## config.mk

```make
export PLATFORM = sky130hd
export DESIGN_NAME = load_align
export DESIGN_NICKNAME = d
export VERILOG_FILES = /design/src/rtl/load_align_pkg.sv /design/src/rtl/load_extract.sv /design/src/rtl/load_align.sv
export SDC_FILE = /design/constraint.sdc
export NUM_CORES = 1
export LEC_CHECK = 0
export CORE_ASPECT_RATIO = 0.6
export CORE_MARGIN = 3
export CORE_UTILIZATION = 45
export CTS_CLUSTER_SIZE = 25
export DETAILED_ROUTE_END_ITERATION = 16
export PLACE_DENSITY_LB_ADDON = 0.1
export SLEW_MARGIN = 40
export SYNTH_ARGS = -nofsm -noshare
export SYNTH_HDL_FRONTEND = slang
export SYNTH_SLANG_ARGS = --single-unit
```

## constraint.sdc

```tcl
create_clock -name clk -period 6.6 [get_ports clk]
set_clock_uncertainty 0.2 [all_clocks]
set_input_delay 1.32 -clock clk [delete_from_list [all_inputs] [get_ports clk]]
set_output_delay 1.32 -clock clk [all_outputs]
set_load 0.02 [all_outputs]
```

## src/rtl/load_align_pkg.sv

```systemverilog
// Shared load/store definitions: funct3 encodings, region map and load-path state.
package load_align_pkg;

  localparam logic [2:0] FNC_LB  = 3'd0;
  localparam logic [2:0] FNC_LH  = 3'd1;
  localparam logic [2:0] FNC_LW  = 3'd2;
  localparam logic [2:0] FNC_LBU = 3'd4;
  localparam logic [2:0] FNC_LHU = 3'd5;

  localparam logic [3:0]  BIOS_PREFIX = 4'b0100;
  localparam int unsigned MMIO_BIT    = 31;

  typedef enum logic [1:0] {
    S_IDLE,
    S_MEM,
    S_MMIO,
    S_HOLD
  } state_t;

  // Misaligned or illegal load encoding; such loads never reach memory or MMIO.
  function automatic logic ld_bad(input logic [2:0] funct3, input logic [1:0] off);
    case (funct3)
      FNC_LB, FNC_LBU: ld_bad = 1'b0;
      FNC_LH, FNC_LHU: ld_bad = off[0];
      FNC_LW:          ld_bad = (off != 2'b00);
      default:         ld_bad = 1'b1;
    endcase
  endfunction

endpackage

```

## src/rtl/load_extract.sv

```systemverilog
// Byte/half/word selection with sign or zero extension; faulted loads yield zero.
module load_extract
  import load_align_pkg::*;
(
  input  logic [31:0] word,
  input  logic [1:0]  offset,
  input  logic [2:0]  funct3,
  output logic [31:0] data,
  output logic        bad
);

  logic [7:0]  byte_sel;
  logic [15:0] half_sel;

  always_comb begin
    bad = ld_bad(funct3, offset);
    case (offset)
      2'd0:    byte_sel = word[7:0];
      2'd1:    byte_sel = word[15:8];
      2'd2:    byte_sel = word[23:16];
      default: byte_sel = word[31:24];
    endcase
    half_sel = offset[1] ? word[31:16] : word[15:0];

    data = '0;
    case (funct3)
      FNC_LB:  data = {{24{byte_sel[7]}}, byte_sel};
      FNC_LBU: data = {24'd0, byte_sel};
      FNC_LH:  data = {{16{half_sel[15]}}, half_sel};
      FNC_LHU: data = {16'd0, half_sel};
      FNC_LW:  data = word;
      default: data = '0;
    endcase
    if (bad) data = '0;
  end

endmodule

```

## src/rtl/load_align.sv

```systemverilog
// Load-return unit: captures issued loads, waits on BIOS/DMEM/MMIO, aligns and
// presents the extended result for writeback, holding it across downstream stalls.
module load_align
  import load_align_pkg::*;
#(
  parameter int unsigned MMIO_TIMEOUT = 255
) (
  input  logic        clk,
  input  logic        rst,
  input  logic        req_valid,
  input  logic [31:0] req_addr,
  input  logic [2:0]  req_funct3,
  input  logic [4:0]  req_rd,
  input  logic        stall,
  input  logic [31:0] bios_doutb,
  input  logic [31:0] dmem_douta,
  output logic        mmio_req,
  output logic [31:0] mmio_addr,
  input  logic [31:0] mmio_rdata,
  input  logic        mmio_ack,
  output logic        busy,
  output logic        wb_valid,
  output logic [4:0]  wb_rd,
  output logic [31:0] wb_data,
  output logic        ld_fault
);

  localparam logic [7:0] TO_LAST = 8'(MMIO_TIMEOUT - 1);

  state_t      state;
  logic [31:0] cap_addr;
  logic [2:0]  cap_funct3;
  logic [4:0]  cap_rd;
  logic [7:0]  cnt;
  logic [31:0] hold_data;
  logic        hold_fault;
  logic [4:0]  hold_rd;

  logic [31:0] mem_word;
  logic [31:0] ext_data;
  logic        ext_bad;
  logic [31:0] res_data;
  logic        res_fault;
  logic        timeout;
  logic        resp_now;
  logic        accept;
  state_t      req_state;

  load_extract u_extract (
    .word   (mem_word),
    .offset (cap_addr[1:0]),
    .funct3 (cap_funct3),
    .data   (ext_data),
    .bad    (ext_bad)
  );

  always_comb begin
    mem_word = dmem_douta;
    if (cap_addr[31:28] == BIOS_PREFIX) mem_word = bios_doutb;
    else if (cap_addr[MMIO_BIT])        mem_word = mmio_rdata;

    timeout   = (state == S_MMIO) && !mmio_ack && (cnt >= TO_LAST);
    resp_now  = (state == S_MEM) || ((state == S_MMIO) && (mmio_ack || timeout));
    res_data  = timeout ? '0 : ext_data;
    res_fault = timeout || ext_bad;

    // A stalled result blocks issue too: accepting then would lose the next load's dout.
    busy   = (state == S_MMIO) || (((state == S_MEM) || (state == S_HOLD)) && stall);
    accept = req_valid && !busy;
    req_state = (req_addr[MMIO_BIT] && !ld_bad(req_funct3, req_addr[1:0])) ? S_MMIO : S_MEM;

    mmio_req  = (state == S_MMIO);
    mmio_addr = cap_addr;

    wb_valid = resp_now || (state == S_HOLD);
    wb_rd    = (state == S_HOLD) ? hold_rd : cap_rd;
    wb_data  = '0;
    ld_fault = 1'b0;
    if (state == S_HOLD) begin
      wb_data  = hold_data;
      ld_fault = hold_fault;
    end else if (resp_now) begin
      wb_data  = res_data;
      ld_fault = res_fault;
    end
  end

  always_ff @(posedge clk or posedge rst) begin
    if (rst) begin
      state      <= S_IDLE;
      cap_addr   <= '0;
      cap_funct3 <= '0;
      cap_rd     <= '0;
      cnt        <= '0;
      hold_data  <= '0;
      hold_fault <= 1'b0;
      hold_rd    <= '0;
    end else begin
      if (accept) begin
        cap_addr   <= req_addr;
        cap_funct3 <= req_funct3;
        cap_rd     <= req_rd;
        cnt        <= '0;
      end
      if (resp_now && stall) begin
        hold_data  <= res_data;
        hold_fault <= res_fault;
        hold_rd    <= cap_rd;
      end
      unique case (state)
        S_IDLE: if (accept) state <= req_state;
        S_MEM: begin
          if (stall)       state <= S_HOLD;
          else if (accept) state <= req_state;
          else             state <= S_IDLE;
        end
        S_MMIO: begin
          if (mmio_ack || timeout) state <= stall ? S_HOLD : S_IDLE;
          else                     cnt   <= cnt + 8'd1;
        end
        S_HOLD: begin
          if (!stall) state <= accept ? req_state : S_IDLE;
        end
        default: state <= S_IDLE;
      endcase
    end
  end

endmodule
```

* Yosys cells after proc, flatten, opt, wreduce, memory -nomap -nowiden
Cells that the tools add are included.
** Word-level totals
- Flip-flop bits (word level) :: 88
- Input port bits :: 141
- Output and inout bits :: 73
- Logic and storage cells :: 79
** Cells by class
- Add/subtract/negate cells :: 1
- Order comparisons :: 1
- Eq/ne operators :: 17
- Muxes and demuxes :: 25
- Reductions and logical operators :: 27
** Operators with widths (number)
- 32-bit 2-to-1 mux :: 6
- 32-bit case mux with 5 select lines :: 1
- 8-bit 2-to-1 mux :: 3
- 8-bit case mux with 3 select lines :: 1
- 16-bit 2-to-1 mux :: 1
- 2-bit 2-to-1 mux :: 7
- 3-bit == test, second input constant :: 4
- 8-bit by 1-bit adder with 8-bit output, second input constant :: 1
- 8-bit >= comparator, second input constant :: 1
- 2-bit case mux with 4 select lines :: 1
- 2-bit OR reduction :: 4
- 1-bit logical AND :: 7
- 2-bit == test, second input constant :: 3
- 3-bit by 1-bit == test with 1-bit output, second input constant :: 2
- 3-bit by 2-bit == test with 1-bit output, second input constant :: 2
- 3-bit zero test :: 2
- 1-bit logical OR :: 6
- 1-bit case mux with 3 select lines :: 2
- 5-bit 2-to-1 mux :: 1
- 2-bit by 1-bit == test with 1-bit output, second input constant :: 2
- 4-bit by 3-bit == test with 1-bit output, second input constant :: 1
- 2-bit zero test :: 2
- 2-bit != test, second input constant :: 2
- 2-bit nonzero test :: 2
- other kinds (4) :: 7

* Logic depth before layout (Yosys ltp)
Gate-level depths: netlist of the first run.
- Depth in word-level cells :: 9
- Depth in mapped cells :: 9
- Mapped depth without buffers :: 7

* Modules after synthesis
Synthesis of the first run repeated with hierarchy kept, for this count alone.
** Second synthesis, totals
- Cell total of the unflattened synthesis :: 562
- Area total of the unflattened synthesis :: 5816.8 µm²
** By module, submodules not included
- load_align :: times used 1, cells an instance 438, area an instance 4872.2 µm², sequential area each 2202.1 µm²
- load_extract :: times used 1, cells an instance 124, area an instance 944.7 µm², sequential area each 0.0 µm²

* Least setup slack after synthesis of the first run
Ideal clock, no wire load.
- Path type :: input-to-output
- Start :: input mmio_rdata[23]
- End :: output wb_data[12]
- Arrival :: 2998 ps
- Data required time :: 5080 ps
- Setup slack :: 2082 ps
- Cell stages on the path :: 6
- Path buffers :: 1
- Path through :: mux2_2 > mux2i_1 > a311oi_1 > nand4_1 > buf_2 > o21ai_0
** Between the ends
- Word-level cells in the longest chain between the ends :: 8
** Ends and longest elaborated chain
- start, declared :: line load_align.sv:19 : input logic [31:0] mmio_rdata,
- 32-bit 2-to-1 mux :: line load_align.sv:60 : else if (cap_addr[MMIO_BIT]) mem_word = mmio_rdata;
- 32-bit 2-to-1 mux :: line load_align.sv:59 : if (cap_addr[31:28] == BIOS_PREFIX) mem_word = bios_doutb;
- 8-bit case mux with 3 select lines :: line load_extract.sv:17 : case (offset)
- 32-bit case mux with 5 select lines :: line load_extract.sv:26 : case (funct3)
- 32-bit 2-to-1 mux :: line load_extract.sv:34 : if (bad) data = '0;
- 32-bit 2-to-1 mux :: line load_align.sv:64 : res_data = timeout ? '0 : ext_data;
- 32-bit 2-to-1 mux :: line load_align.sv:82 : end else if (resp_now) begin
- 32-bit 2-to-1 mux :: line load_align.sv:79 : if (state == S_HOLD) begin
- end, declared :: line load_align.sv:24 : output logic [31:0] wb_data,
Every way passes these cells.

* Worst setup path after layout of the first run
- Start :: input dmem_douta[23]
- End :: output wb_data[12]
** Between the ends
- Word-level cells in the longest chain between the ends :: 8
** Ends and longest elaborated chain
- start, declared :: line load_align.sv:16 : input logic [31:0] dmem_douta,
- 32-bit 2-to-1 mux :: line load_align.sv:60
- 32-bit 2-to-1 mux :: line load_align.sv:59
- 8-bit case mux with 3 select lines :: line load_extract.sv:17
- 32-bit case mux with 5 select lines :: line load_extract.sv:26
- 32-bit 2-to-1 mux :: line load_extract.sv:34
- 32-bit 2-to-1 mux :: line load_align.sv:64
- 32-bit 2-to-1 mux :: line load_align.sv:82
- 32-bit 2-to-1 mux :: line load_align.sv:79
Every way passes these cells.

==> results of run 1 <==
==> synth_stat cells, drive strengths merged (17+ instances only) <==
library cell,count
nand2,24
clkbuf,30
a21oi,43
nor2,45
o21ai,25
dfrtp,88
o22ai,19
mux2,82
a211oi,17
mux2i,41
nand2b,18
a311oi,25
==> layout by cell type (no fill, tap or decap), types with 7 or more instances in the layout <==
master and count:
clkdlybuf4s50_1 213, dfrtp_1 88, mux2_2 82, nor2_1 45, a21oi_1 43, mux2i_1 41, o21ai_0 25, a311oi_1 25
nand2_1 24, nand2b_1 18, o22ai_1 18, a211oi_1 17, nand3_1 10, a22oi_1 9, clkbuf_16 9, inv_1 8
o2bb2ai_1 8, o22a_1 8, buf_4 7
==> registers in the layout, indices dropped and copies added, names as in the netlist <==
name        cells
cap_funct3      3
cap_rd          5
cnt             8
hold_data      32
hold_fault      1
hold_rd         5
mmio_addr      32
state           2
==> kinds of logic after synthesis <==
kind of cell    after synthesis
compound gates              171
fa+ha+maj                     2
buf+inv                      53
flops                        88
mux                         124
simple gates                110
==> final timing paths <==
path	end	depth (start not counted)	from	slack, ns
max	wb_data[12]	8	dmem_douta[23]	1.0
min reg2reg	hold_data[6]	1	hold_data[6]	0.29
min	hold_data[6]	1	hold_data[6]	0.29
max in group asynchronous	mmio_addr[16]	3	rst	4.22
max reg2reg	hold_data[25]	6	mmio_addr[31]	3.20
min in group asynchronous	mmio_addr[21]	2	rst	1.08
==> metal layers <==
layer,up-vias,routed length (um)
met1,2561,8654
met2,234,8056
met5,-,0
met4,0,134
met3,14,1949
li1,2443,-
==> power breakdown <==
group          leakage [nW]  total [mW]  internal (mW)  switching, mW
registers              1.07       0.971          0.778          0.192
clock network         0.139       0.514          0.295          0.220
logic                  2.04        2.20           1.01           1.20
total                  3.25        3.69           2.08           1.61
==> area by class of cell <==
class	count	area (um2)
Tap cell	160	200.2
Clock buffer	10	229.0
Multi-Input combinational cell	407	3109
Fill cell	892	3556
Inverter	10	38.79
Sequential cell	88	2202
Clock inverter	6	67.56
Timing Repair Buffer	221	2196
==> through the flow <==
step	utilization	area, um2	setup WS [ns]	cells
detailed placement	0.6675	7742	1.072	886
global route	0.6934	8043	0.8348	902
finish	0.6934	8043	0.9954	902
CTS	0.6931	8039	1.038	902
floorplan	-	5503	2.082	548
global placement	0.6661	7726	1.219	886
==> reports/qor.yml, run 1 <==
outcome: "completed"
ir_drop_uv: 274.9
critPathRequiredTime_ns: 5.08
drcViolationCount: 0
ant_nets: 0
ctsHtreeMaxLevel: 3
postSynthRegisterBits: 88
synth_compound_area_frac: 0.2115
rsz0062_at_grt: "false"
synth_area_leaders: "dfrtp_1, mux2_2, mux2i_1"
grt_pass1_vias: 5358
antennaDiodeCount: 0
hold_viol_final: 0
grt.total_usage: 0.2778
num_rows: 30
cp.buffers_inverters: 3
synth_cell_types: 42
core_mm2: 0.01160
start_kind: "primary input"
cts.sinks: 88
path_cells: "clkdlybuf4s50_1, mux2_2, mux2i_1, a311oi_1, nand4_1, buf_4, o21ai_0, clkdlybuf4s50_1"
root_buffer: "clkbuf_16"
cp_common_cell: "clkdlybuf4s50_1"
syn2layout_area_growth_pct: 46.16
yosys.area.top_type: "dfrtp_1"
synth_top_area_share: 0.4002
hpwl_mm: 14.15
yosys.area_share.simple: 0.09436
critPathKind: "in -> out"
syn_inst: 548
syn_area_per_cell_um2: 10.04
hold_class: "reg -> reg"
cp_data_arrival_time_ns: 4.08
tightest_slew_ns: 0.8460
max_stage_delay_ns: 0.66
dieArea_mm2: 0.01363
setup_viol: 0
globalplace.congestion: 0.8821
period_share: 0.8492
cts_buffers: 9
power_mw: 3.689
avgRoutedWirePerCell_um: 20.84
grt_pass1_wl_mm: 29.81
path_max_fanout: 32
power_density_mw_per_mm2: 458.7
wl_mm: 18.79
viasPerCell: 5.823
cts_max_path_buffers: 2
endpoint_kind: "output pin"
drv_slew: 0
synth-async-reset-ratio: 1.000
drv_cap: 0
yosysWarnings: 0
io_buffers: 213
grt.busiest_layer: "met1"
synthMuxAreaShare: 0.2465
vias: 5252
initial_core_util: 0.4744
synth_top_family_by_area: "multiplexers"
use_met1: 0.4146
synthAdderAreaFrac: 0.004548
grt-ovfl-total: 0
synthXorXnorAreaFrac: 0
grt_max_degree: 67
use_met3: 0.09284
drt-initial-drc-count: 503
num-nets-final: 880
syn_area_mm2: 0.005503
yosys_most_used_dff: "dfrtp_1"
drive_gt1_frac: 0.1563
hold_buffers: 0
whs_ns: 0.2877
synth_edf_count: 0
die_y_um: 91.66
maxSlewHeadroom: 0.4360
clk_latency_ns: 0.34
antenna_found_initial: 0
cp_top_family: "buffers and inverters"
cts_tree: "built"
power_leakage_nw: 3.255
met2_usage: 0.4023
synth_nets: 691
crit_slowest_cell: "a311oi_1"
fmax_mhz: 178.4
postCtsSetupBuffers: 0
period_minus_slack_ns: 5.605
clk_pin_slew_ns: 0.07
setup_tns_ns: 0
post_cts_resized: 0
seq_area_frac_synth: 0.4002
drt_pre_antenna_iters: 6
die_x_um: 148.8
pin_count: 214
Note: power is estimated with default switching activity, not from simulation.
==> run 2: changes to the inputs <==
==> constraint.sdc (replaced) <==
create_clock -name clk -period 5.2 [get_ports clk]
set_clock_uncertainty 0.2 [all_clocks]
set_input_delay 1.04 -clock clk [delete_from_list [all_inputs] [get_ports clk]]
set_output_delay 1.04 -clock clk [all_outputs]
set_load 0.02 [all_outputs]
==> run 2 against run 1 <==
Register-to-register slack worse by 1.4 ns; first-iteration DRC count is 10% lower; critical path depth down 1; via count is 1.9% higher; non-clock buffer count rose by 6; flip-flop and latch count is the same; clock-buffer cell count is 1 higher; design area grew 0.87%.
==> reports/qor.yml, run 2 (synthesized netlist as in run 1, its figures left out) <==
layout_common_cells: "clkdlybuf4s50_1, dfrtp_1, mux2_2"
avgRoutedWirePerCell_um: 20.94  # +0.52%
hpwl_mm: 14.42  # +1.9%
post_cts_resized: 0  # unchanged
drive_gt1_frac: 0.1644  # +0.008104
hold_viol_final: 0  # unchanged
cts_tree: "built"
clk_pin_slew_ns: 0.06  # about the same
start_kind: "primary input"
antennaDiodeCount: 0  # unchanged
cp_common_cell: "clkdlybuf4s50_1"
ctsHtreeMaxLevel: 3  # unchanged
viasPerCell: 5.895  # +1.2%
core_mm2: 0.01160  # unchanged
fmax_mhz: 204.2
period_minus_slack_ns: 4.897
top_layer: "met4"
cts_buffers: 9  # unchanged
hold_class: "reg -> reg"
maxSlewHeadroom: 0.4381  # +0.002108
period_share: 0.9417
tightest_slew_ns: 0.8429  # -0.003163 ns
fillers: 881  # -1.2%
power_leakage_nw: 3.297  # +1.3%
drt-met1-wl_mm: 8.953  # +3.5%
endpoint_kind: "output pin"
cts.sinks: 88  # unchanged
initial_core_util: 0.4744  # unchanged
path_cells: "clkdlybuf4s50_1, mux2_2, mux4_2, and4_1, a211oi_1, a21oi_1, clkdlybuf4s50_1"
drcViolationCount: 0  # unchanged
power_density_mw_per_mm2: 583.7  # +27%
fin_cells: 908  # +0.67%
antenna_found_initial: 0  # unchanged
grt-ovfl-total: 0  # unchanged
drt_pre_antenna_iters: 5  # -1
ant_nets: 0  # unchanged
cp.buffers_inverters: 2  # -1
rsz0062_at_grt: "false"
cts_max_path_buffers: 2  # unchanged
die_x_um: 148.8  # unchanged
num_rows: 30  # unchanged
drt-initial-drc-count: 451  # -10%
max_stage_delay_ns: 0.54  # -0.12 ns
ir_drop_uv: 290.7  # +5.8%
hold_buffers: 0  # unchanged
setup_tns_ns: 0  # unchanged
cp_data_arrival_time_ns: 3.66  # -0.42 ns
dieArea_mm2: 0.01363  # unchanged
die_y_um: 91.66  # unchanged
wl_mm: 19.02  # +1.2%
vias: 5353  # +1.9%
path_max_fanout: 17  # -47%
critPathRequiredTime_ns: 3.96  # -1.12 ns
wl_met3_mm: 1.709  # -12%
grt.total_usage: 0.2758  # -0.002066
grt_max_degree: 55  # -18%
mostFrequentLayoutCell: "clkdlybuf4s50_1"
postCtsSetupBuffers: 0  # unchanged
multi_input_area_mm2: 0.003095  # -0.44%
clk_latency_ns: 0.34  # about the same
globalplace.congestion: 0.9065  # +2.8%
syn2layout_area_growth_pct: 47.43
grt_pass1_wl_mm: 29.59  # -0.72%
wl_met2_mm: 8.030  # -0.32%
drv_slew: 0  # unchanged
root_buffer: "clkbuf_16"
setup_viol: 0  # unchanged
grt_pass1_vias: 5338  # -0.37%
critPathKind: "in -> out"
cp_top_family: "buffers and inverters"
crit_slowest_cell: "clkdlybuf4s50_1"
num-nets-final: 886  # +0.68%
utilization: 0.6995  # +0.006041
regArea_mm2: 0.002202  # unchanged
drv_cap: 0  # unchanged
outcome: "completed"
io_buffers: 213  # unchanged
dp.cells: 892  # +0.68%
whs_ns: 0.2957  # +0.008027 ns
pin_count: 214  # unchanged
## run 2: cell count changes in the layout (fill, tap and decap cells not counted), sizes merged
cell / change
buf: +6
clkbuf: +1
clkinv: -1
## run 2: worst paths after layout
kind | startpoint | end | slack [ns] | cells after the start
hold / removal | hold_data[6] | hold_data[6] | 0.30 | 1
min in group asynchronous | rst | mmio_addr[27] | 0.89 | 2
hold reg to reg | hold_data[6] | hold_data[6] | 0.30 | 1
setup reg to reg | mmio_addr[31] | hold_data[19] | 1.84 | 6
max in group asynchronous | rst | cap_funct3[1] | 3.07 | 3
setup / recovery | mmio_rdata[31] | wb_data[29] | 0.30 | 7
## run 2: area by class of cell
type / count / area share
Clock inverter: 5 / 0.007711
Sequential cell: 88 / 0.2714
Inverter: 10 / 0.005244
Tap cell: 160 / 0.02468
Timing Repair Buffer: 227 / 0.2782
Multi-Input combinational cell: 407 / 0.3816
Clock buffer: 11 / 0.03115
## run 2: layer usage
metal / GRT usage / up-vias
li1: - / 2453
met1: 0.4167 / 2612
met2: 0.3903 / 260
met3: 0.07556 / 28
met4: 0.06855 / 0
met5: 0 / -
## run 2: worst reg2reg max path: cells and delay by family, from the launching register on
family          cells  cell delay (ns)
mux                 2             0.90
compound gates      2             0.85
simple gates        1             0.49
buf+inv             1             0.40
flops               1             0.36
## run 2: metrics by stage
stage          area [um2]  power, mW  setup slack, ns
6_report             8113      4.735           0.3029
5_1_grt              8113      5.005           0.1505
3_5_place_dp         7796      4.021           0.3336
2_1_floorplan        5503      2.933            1.082
4_1_cts              8112      4.715           0.3254
3_3_place_gp         7776      3.936           0.4203
## run 2: power breakdown
part           switching (mW)  internal (mW)
Clock                   0.277          0.401
Sequential              0.242          0.988
Combinational            1.52           1.30
Total                    2.04           2.69
==> run 3: changes to the inputs <==
--- a/config.mk
+++ b/config.mk
@@ -5,6 +5,7 @@
 export SDC_FILE = /design/constraint.sdc
 export NUM_CORES = 1
 export LEC_CHECK = 0
+export CAP_MARGIN = 30
 export CORE_ASPECT_RATIO = 0.6
 export CORE_MARGIN = 3
 export CORE_UTILIZATION = 45
@@ -14,4 +15,5 @@
 export SLEW_MARGIN = 40
 export SYNTH_ARGS = -nofsm -noshare
 export SYNTH_HDL_FRONTEND = slang
+export SYNTH_HIERARCHICAL = 1
 export SYNTH_SLANG_ARGS = --single-unit
==> run 3 against run 2 <==
Maximum frequency down 2.9%; combinational power down 11%; setup slack worse by 0.15 ns; wire length up 1.8%; utilization down 2.4 points; critical path depth up 2; power down 8.0%; clock power down 5.5%; die area up 5.4%; flip-flop and latch count unchanged; critical path type is now reg -> out; critical endpoint is now wb_data[24].
==> reports/qor.yml, run 3 <==
dieArea_mm2: 0.01437  # +5.4%
die_x_um: 152.8  # +2.7%
path_max_fanout: 20  # +3
fmax_mhz: 198.2  # -2.9%
antenna_found_initial: 0  # unchanged
cts_buffers: 9  # unchanged
period_minus_slack_ns: 5.044  # +0.1471 ns
clk_latency_ns: 0.35  # about the same
period_share: 0.9700  # +0.02829
drive_gt1_frac: 0.1903  # +0.02585
globalplace.congestion: 1.018  # +12%
synth-async-reset-ratio: 1.000  # unchanged
ir_drop_uv: 244.4  # -16%
vias: 5592  # +4.5%
synth_cell_types: 53  # +26%
avgRoutedWirePerCell_um: 20.89  # -0.27%
core_mm2: 0.01233  # +6.3%
startpoint: "mmio_addr[31]"
setup_viol: 0  # unchanged
hold_path_depth: 1  # unchanged
grt-ovfl-total: 0  # unchanged
seq_area_frac_synth: 0.3786  # -0.02161
synth_area_leaders: "dfrtp_1, mux2_2, mux2i_1"
setup_tns_ns: 0  # unchanged
drcViolationCount: 0  # unchanged
hpwl_mm: 14.52  # +0.71%
post_cts_resized: 1  # +1
reg2reg_from: "mmio_addr[31]"
syn_inst: 562  # +2.6%
tightest_slew_ns: 0.6302  # -0.2127 ns
cts_max_path_buffers: 2  # unchanged
yosys.area.top_type: "dfrtp_1"
io_buffers: 213  # unchanged
num-nets-final: 900  # +1.6%
yosysMostFrequentCell: "dfrtp_1"
synth_nets: 705  # +2.0%
antennaDiodeCount: 0  # unchanged
layout_common_cells: "clkdlybuf4s50_1, dfrtp_1, nand2_1"
power_leakage_nw: 3.450  # +4.6%
die_y_um: 94.07  # +2.6%
yosysWarnings: 6  # +6
critPathKind: "reg -> out"
hold_viol_final: 0  # unchanged
drt_pre_antenna_iters: 5  # unchanged
synth_edf_count: 0  # unchanged
drt-initial-drc-count: 489  # +8.4%
drv_cap: 0  # unchanged
postSynthRegisterBits: 88  # unchanged
critPathRequiredTime_ns: 3.96  # about the same
power_density_mw_per_mm2: 522.5  # -10%
viasPerCell: 6.032  # +2.3%
fin_area_mm2: 0.008333  # +2.7%
mostFrequentLayoutCell: "clkdlybuf4s50_1"
syn_area_mm2: 0.005817  # +5.7%
syn2layout_area_growth_pct: 43.26
ctsHtreeMaxLevel: 3  # unchanged
pin_count: 214  # unchanged
postCtsSetupBuffers: 0  # unchanged
yosys_most_used_dff: "dfrtp_1"
grt_pass1_vias: 5559  # +4.1%
endpoint_kind: "output pin"
maxSlewHeadroom: 0.5783  # +0.1402
rr_worst_depth: 8  # +2
wl_mm: 19.36  # +1.8%
syn_area_per_cell_um2: 10.35  # +3.1%
grt_pass1_wl_mm: 30.37  # +2.6%
clk_pin_slew_ns: 0.06  # about the same
ant_nets: 0  # unchanged
hold_buffers: 0  # unchanged
rsz0062_at_grt: "false"
grt_max_degree: 65  # +18%
cts_tree: "built"
root_buffer: "clkbuf_16"
initial_core_util: 0.4716  # -0.002837
cp_data_arrival_time_ns: 3.80  # +0.14 ns
synth_top_area_share: 0.3786  # -0.02161
drv_slew: 0  # unchanged
synth_commonest_cells: "dfrtp_1, nand2_1, mux2_2"
cts.sinks: 88  # unchanged
placed_area_mm2: 0.008033  # +3.0%
utilization: 0.6756  # -0.02387
outcome: "completed"
start_kind: "flop"
num_rows: 31  # +3.3%
hp-start: "mmio_addr[16]"
grt.total_usage: 0.2662  # -0.009586
hold_class: "reg -> reg"
run 3: changes by cell type in the layout (fill, tap and decap cells not counted), sizes merged, moves of 9 or more:
cell    previous run  this run
a21oi             43        31
buf               14        24
o21ai             25        52
a32o               0        32
nand2b            18         3
a311oi            25         0
or3                1        10
a22o               1        32
o22ai             19         1
nor2              45         3
a211oi            17         0
nand2             24        69
mux2              82        63
run 3: metrics by stage:
| step | hold slack, ns | total power, mW | cells | setup slack, ns |
|---|---|---|---|---|
| after global placement | 0.2844 | 3.602 | 911 | 0.2189 |
| after CTS | 0.3062 | 4.337 | 927 | 0.1935 |
| final | 0.3030 | 4.354 | 927 | 0.1558 |
| after global routing | 0.3107 | 4.590 | 927 | 0.02660 |
| after floorplan | 0.2807 | 2.737 | 562 | 1.022 |
| after detailed placement | 0.2911 | 3.682 | 911 | 0.1788 |
run 3: final cells by class:
class | instances | area (um2)
fillers | 959 | 4001
clock buffers | 11 | 252.7
clock inverters | 5 | 40.04
well taps | 165 | 206.4
multi-input cells | 407 | 3248
inverters | 14 | 57.56
repair buffers | 237 | 2325
flip-flops and latches | 88 | 2203
run 3: critical path, stage by stage (launching register included):
cell	delay (ns)
dfrtp_2	0.77
buf_4	0.40
mux2i_1	0.23
o21ai_0	0.16
mux2_2	0.34
a222oi_1	0.33
buf_4	0.27
a21oi_1	0.11
a22o_1	0.26
clkdlybuf4s50_1	0.56
run 3: logic make-up after synthesis:
family,share of synthesized area
AND/OR/NAND/NOR,0.1030
multiplexers,0.2110
AO/OA/AOI/OAI,0.2370
buffers and inverters,0.06603
adder cells (fa/ha/maj),0.004301
flip-flops,0.3786
run 3: metal layers:
layer  GRT usage  wire length (um)  up-vias
met3     0.06811              1575       22
met4     0.04967               242        0
met1      0.3790              8549     2788
met2      0.4162              8996      243
li1            -                 -     2539
met5           0                 0        -
run 3: where the power goes:
group | internal [mW] | switching (mW)
Clock | 0.353 | 0.289
Sequential | 0.951 | 0.243
Combinational | 1.23 | 1.29
Total | 2.53 | 1.82
run 3: path summary, 6_finish.rpt:
check	to	slack (ns)
max in group asynchronous	cnt[4]	3.05
min in group asynchronous	mmio_addr[25]	0.86
worst min-delay path	mmio_addr[16]	0.30
worst max register to register	hold_data[25]	1.99
worst max-delay path	wb_data[24]	0.16
worst min register to register	mmio_addr[16]	0.30
